**config.mk**
```make
export PLATFORM = sky130hd
export DESIGN_NAME = sync_fifo
export DESIGN_NICKNAME = d
export VERILOG_FILES = /design/src/rtl/fifo_pkg.sv /design/src/rtl/fifo_ram.sv /design/src/rtl/sync_fifo.sv
export SDC_FILE = /design/constraint.sdc
export NUM_CORES = 1
export LEC_CHECK = 0
export ABC_AREA = 1
export CAP_MARGIN = 20
export CELL_PAD_IN_SITES_DETAIL_PLACEMENT = 0
export CELL_PAD_IN_SITES_GLOBAL_PLACEMENT = 1
export CORE_AREA = 5 5 97 99
export DETAILED_ROUTE_END_ITERATION = 8
export DIE_AREA = 0 0 102 104
export GPL_TIMING_DRIVEN = 0
export PLACE_DENSITY = 0.88
export SKIP_CTS_REPAIR_TIMING = 1
export SLEW_MARGIN = 20
export SYNTH_ARGS = -nofsm -noshare
export SYNTH_HDL_FRONTEND = slang
export SYNTH_SLANG_ARGS = --single-unit
```
**constraint.sdc**
```tcl
create_clock -name clk -period 2.5 [get_ports clk]
set_clock_uncertainty 0.2 [all_clocks]
set_input_delay 0.625 -clock clk [delete_from_list [all_inputs] [get_ports clk]]
set_output_delay 0.625 -clock clk [all_outputs]
set_load 0.01 [all_outputs]
```
**src/rtl/fifo_pkg.sv**
```systemverilog
// Shared definitions for the synchronous FIFO: pointer sizing and read-mode constants.
package fifo_pkg;

    localparam int FIFO_STD  = 0;
    localparam int FIFO_FWFT = 1;

    // One extra bit above the address width serves as the wrap bit.
    function automatic int ptr_width(input int depth);
        return $clog2(depth) + 1;
    endfunction

endpackage

```
**src/rtl/fifo_ram.sv**
```systemverilog
// Storage array for the FIFO: synchronous write, asynchronous read.
module fifo_ram #(
    parameter int DEPTH      = 8,
    parameter int DATA_WIDTH = 8,
    parameter int AW         = 3
) (
    input  logic                  clk,
    input  logic                  we,
    input  logic [AW-1:0]         waddr,
    input  logic [DATA_WIDTH-1:0] wdata,
    input  logic [AW-1:0]         raddr,
    output logic [DATA_WIDTH-1:0] rdata
);

    logic [DATA_WIDTH-1:0] mem [DEPTH];

    always_ff @(posedge clk) begin
        if (we) begin
            mem[waddr] <= wdata;
        end
    end

    assign rdata = mem[raddr];

endmodule

```
**src/rtl/sync_fifo.sv**
```systemverilog
// Single-clock FIFO with registered occupancy count, level flags, sticky
// overflow/underflow and a choice of registered or fall-through read data.
module sync_fifo
    import fifo_pkg::*;
#(
    parameter int DEPTH      = 8,
    parameter int DATA_WIDTH = 8,
    parameter int AF_LEVEL   = DEPTH - 2,
    parameter int AE_LEVEL   = 2,
    parameter int FWFT       = FIFO_STD
) (
    input  logic                  clk,
    input  logic                  rst,
    input  logic                  w_en,
    input  logic                  r_en,
    input  logic                  clr_err,
    input  logic [DATA_WIDTH-1:0] data_in,
    output logic [DATA_WIDTH-1:0] data_out,
    output logic                  full,
    output logic                  empty,
    output logic                  almost_full,
    output logic                  almost_empty,
    output logic [$clog2(DEPTH):0] count,
    output logic                  overflow,
    output logic                  underflow
);

    localparam int PW = ptr_width(DEPTH);
    localparam int AW = PW - 1;
    localparam logic [PW-1:0] FULL_CNT = PW'(DEPTH);
    localparam logic [PW-1:0] AF_CNT   = PW'(AF_LEVEL);
    localparam logic [PW-1:0] AE_CNT   = PW'(AE_LEVEL);

    logic [PW-1:0] wr_ptr_reg, wr_ptr_next;
    logic [PW-1:0] rd_ptr_reg, rd_ptr_next;
    logic [PW-1:0] count_reg, count_next;
    logic          overflow_reg, overflow_next;
    logic          underflow_reg, underflow_next;
    logic          wr_accept, rd_accept;
    logic [DATA_WIDTH-1:0] ram_rdata;

    // Wrap bits are kept for pointer integrity; occupancy comes from count_reg.
    logic ptr_wrap_unused;
    assign ptr_wrap_unused = wr_ptr_reg[AW] ^ rd_ptr_reg[AW];

    assign full         = (count_reg == FULL_CNT);
    assign empty        = (count_reg == '0);
    assign almost_full  = (count_reg >= AF_CNT);
    assign almost_empty = (count_reg <= AE_CNT);
    assign count        = count_reg;
    assign overflow     = overflow_reg;
    assign underflow    = underflow_reg;

    always_comb begin
        wr_accept   = w_en && !full;
        rd_accept   = r_en && !empty;
        wr_ptr_next = wr_ptr_reg;
        rd_ptr_next = rd_ptr_reg;
        count_next  = count_reg;
        if (wr_accept) begin
            wr_ptr_next = wr_ptr_reg + 1'b1;
        end
        if (rd_accept) begin
            rd_ptr_next = rd_ptr_reg + 1'b1;
        end
        case ({wr_accept, rd_accept})
            2'b10:   count_next = count_reg + 1'b1;
            2'b01:   count_next = count_reg - 1'b1;
            default: count_next = count_reg;
        endcase
        // A fresh error event wins over a simultaneous clear.
        overflow_next  = (w_en && full)  || (overflow_reg  && !clr_err);
        underflow_next = (r_en && empty) || (underflow_reg && !clr_err);
    end

    always_ff @(posedge clk) begin
        if (rst) begin
            wr_ptr_reg    <= '0;
            rd_ptr_reg    <= '0;
            count_reg     <= '0;
            overflow_reg  <= 1'b0;
            underflow_reg <= 1'b0;
        end else begin
            wr_ptr_reg    <= wr_ptr_next;
            rd_ptr_reg    <= rd_ptr_next;
            count_reg     <= count_next;
            overflow_reg  <= overflow_next;
            underflow_reg <= underflow_next;
        end
    end

    fifo_ram #(
        .DEPTH      (DEPTH),
        .DATA_WIDTH (DATA_WIDTH),
        .AW         (AW)
    ) u_ram (
        .clk   (clk),
        .we    (wr_accept),
        .waddr (wr_ptr_reg[AW-1:0]),
        .wdata (data_in),
        .raddr (rd_ptr_reg[AW-1:0]),
        .rdata (ram_rdata)
    );

    generate
        if (FWFT == FIFO_FWFT) begin : g_fwft
            assign data_out = empty ? '0 : ram_rdata;
        end else begin : g_std
            logic [DATA_WIDTH-1:0] dout_reg;
            always_ff @(posedge clk) begin
                if (rst) begin
                    dout_reg <= '0;
                end else if (rd_accept) begin
                    dout_reg <= ram_rdata;
                end
            end
            assign data_out = dout_reg;
        end
    endgenerate

endmodule

```
==> flow_summary_export.csv <==
group,metric,value,unit
final_layout,syn2layout_area_growth,16.6,%
synth,synth_top_area_cell,"edfxtp_1",
floorplanning,die-width,102,um
sta,fin_crit_sh,96.0,%
global_routing,grt_max_degree,15,
route,detail_route.wirelength,7810,um
worst_setup_path,cp_num_cells,4,
floorplanning,core.rowCount,34,
route,drtPass1Iterations,4,
final_layout,largest_reg_flops,64,
floorplanning,die_area,0.0106,mm2
final_layout,drive_gt1_share,9.32,%
global_routing,grt_pass1_wl,12600,um
sta,relSlewSlack,45.7,%
global_routing,antenna_found_initial,0,
worst_setup_path,cp.arrival,1.58,ns
cts,ctsHtreeMaxLevel,3,
floorplanning,core_area,0.00847,mm2
synth,ys_ff_latch,84,
final_layout,final_core_util,50.9,%
global_routing,grt_util_all_layers,15.7,%
worst_setup_path,r2r_cells,13,
route,drtIter0Drc,178,
status,status,"complete, no violations",
synth,synth.top_cells.by_area,"edfxtp_1 52%, nand2_1 11%, dfxtp_1 11%, nand3_1 7.2%, inv_1 6.8%",
placement,gp_congestion,0.799,
cts,clkSinkCount,84,
placement,hpwl,5570,um
run,cap_viol_max_count,0,
cts,clk_latency,0.35,ns
power,report.power.total,3970,uW
cts,cts_buffer_depth,2,
global_routing,gr-total-overflow,0,
worst_setup_path,worstSetupStartpointType,"flip-flop",
synth,yosysSeqAreaShare,62.9,%
floorplanning,pin_count,31,
placement,post-place-ws,-0.298,ns
power,p_leak,0.00182,uW
synth,synth.top_cell.area_share,52.1,%
final_layout,antenna_cells,0,
worst_setup_path,crit_start,"count[0]",
power,p_per_area,921,mW/mm2
sta,fmax,417,MHz
route,antenna_left,0,
worst_setup_path,crit_family,"buffers and inverters",
route,vias,2584,
min_path,min_path_cells,2,
worst_setup_path,r2r_start,"count[0]",
sta,rsz0062_at_grt,"no",
worst_setup_path,critical_path.cell_chain,"nor2_2, nand3_2, inv_1, clkdlybuf4s50_1",
route,drc,0,
worst_setup_path,endpoint_kind,"output port",
cts,tritoncts,"done",
worst_setup_path,cpMaxStageDelayCell,"clkdlybuf4s50_1",
final_layout,nets,442,
min_path,hold_start,"data_out[4]",
sta,setup_viol,0,
global_routing,grt_pass1_vias,2455,
cts,cts.clk_slew.worst_paths,0.09,ns
worst_setup_path,slowest_delay,0.54,ns
synth,postSynthCellCount,383,
cts,numCtsBuffers,9,
worst_setup_path,crit_required,1.67,ns
min_path,hold_path_class,"reg -> reg",
power,ir_drop,0.447,mV
synth,syn_area,0.00369,mm2
placement,io_buffers,30,
synth,yosysUniqueCellTypes,23,
floorplanning,start_util,43.6,%
sta,drv_slew,0,
floorplanning,die_h,104,um
worst_setup_path,worstSetupPathType,"reg -> out",
route,wl_per_cell,14.5,um
sta,hold_violations,0,
synth,avgSynthCellArea,9.64,um2
cts,clockRootBuffer,"clkbuf_8",
sta,setup_ws,0.0994,ns
sta,worstMarginPinSlew,0.812,ns
route,vias_per_cell,4.81,
synth,yosysWarnings,0,
sta,layout_min_cycle_time,2.40,ns
worst_setup_path,crit_path_max_fanout,5,
worst_setup_path,crit_buf_inv,2,
synth,synth_fp_nets,401,
-- worst reg2reg max path, stage by stage (launching register included) --
cell and delay (ns):
dfxtp_1 0.42, nor2_2 0.08, nand2_1 0.09, nand2_2 0.10, inv_4 0.14, ha_1 0.23
nand2_1 0.07, inv_1 0.08, nor2_2 0.05, ha_1 0.17, a21oi_1 0.16, xnor2_1 0.09
o21ai_0 0.15, inv_1 0.06
-- final cells by class --
cell class | instances | area, um2
Fill cell | 764 | 4160
Sequential cell | 84 | 2330
Multi-Input combinational cell | 215 | 995
Timing Repair Buffer | 30 | 303
Inverter | 71 | 274
Tap cell | 108 | 135
Clock buffer | 9 | 124
Buffer | 13 | 106
Clock inverter | 7 | 43.8
-- metal layers --
metal  vias to the layer above  routed length, um  GRT usage [%]
li1                       1316                  -              -
met3                         6                506           3.76
met5                         -                  0              0
met2                        72               3700           24.0
met1                      1190               3530           21.9
met4                         0                 68           5.06
-- power breakdown --
part / leakage [uW] / switching [uW] / internal [uW]
clock network: 0.0000725 / 483 / 352
registers: 0.000746 / 92.3 / 1660
logic: 0.00100 / 804 / 575
-- cell usage in the layout (no fill, tap or decap), drive strengths merged --
master         synthesis  routed
or2                    1       1
clkinv                 1       4
a21oi                 20      20
nand2                110     110
buf                   12      12
clkdlybuf4s50          0      29
nor2                  12      12
xnor2                  2       2
inv                   70      70
dlymetal6s2s           0       1
and3                   1       1
o21ai                 10      10
dfxtp                 20      20
edfxtp                64      64
nand3                 54      54
clkbuf                 1      10
clkinvlp               0       4
ha                     5       5
-- cell usage after synthesis, drive strengths merged --
| cell | n |
|---|---|
| buf | 12 |
| nand3 | 54 |
| and3 | 1 |
| nand2 | 110 |
| clkbuf | 1 |
| or2 | 1 |
| clkinv | 1 |
| dfxtp | 20 |
| edfxtp | 64 |
| a21oi | 20 |
| xnor2 | 2 |
| o21ai | 10 |
| nor2 | 12 |
| ha | 5 |
| inv | 70 |
-- worst paths after layout --
path	end	slack [ns]
min	data_out[4]	0.27
min reg2reg	data_out[4]	0.27
max	full	0.1
max reg2reg	count[2]	0.29
-- logic make-up after synthesis --
| group | Yosys count | synth area share, % |
|---|---|---|
| adder cells (fa/ha/maj) | 5 | 1.69 |
| AO/OA/AOI/OAI | 30 | 4.17 |
| AND/OR/NAND/NOR | 178 | 20.5 |
| flip-flops | 84 | 62.9 |
| buffers and inverters | 84 | 10.2 |
| XOR/XNOR | 2 | 0.475 |
-- per-stage QoR --
step                cell area (um2)  cells  TNS [ns]  hold WS [ns]
floorplan                      3690    383         0         0.281
global placement               4130    521    -10.40         0.255
detailed placement             4130    521    -13.26         0.261
CTS                            4300    537         0         0.273
global route                   4310    537         0         0.304
finish                         4310    537         0         0.271
Power figures use the tool's default switching activity.
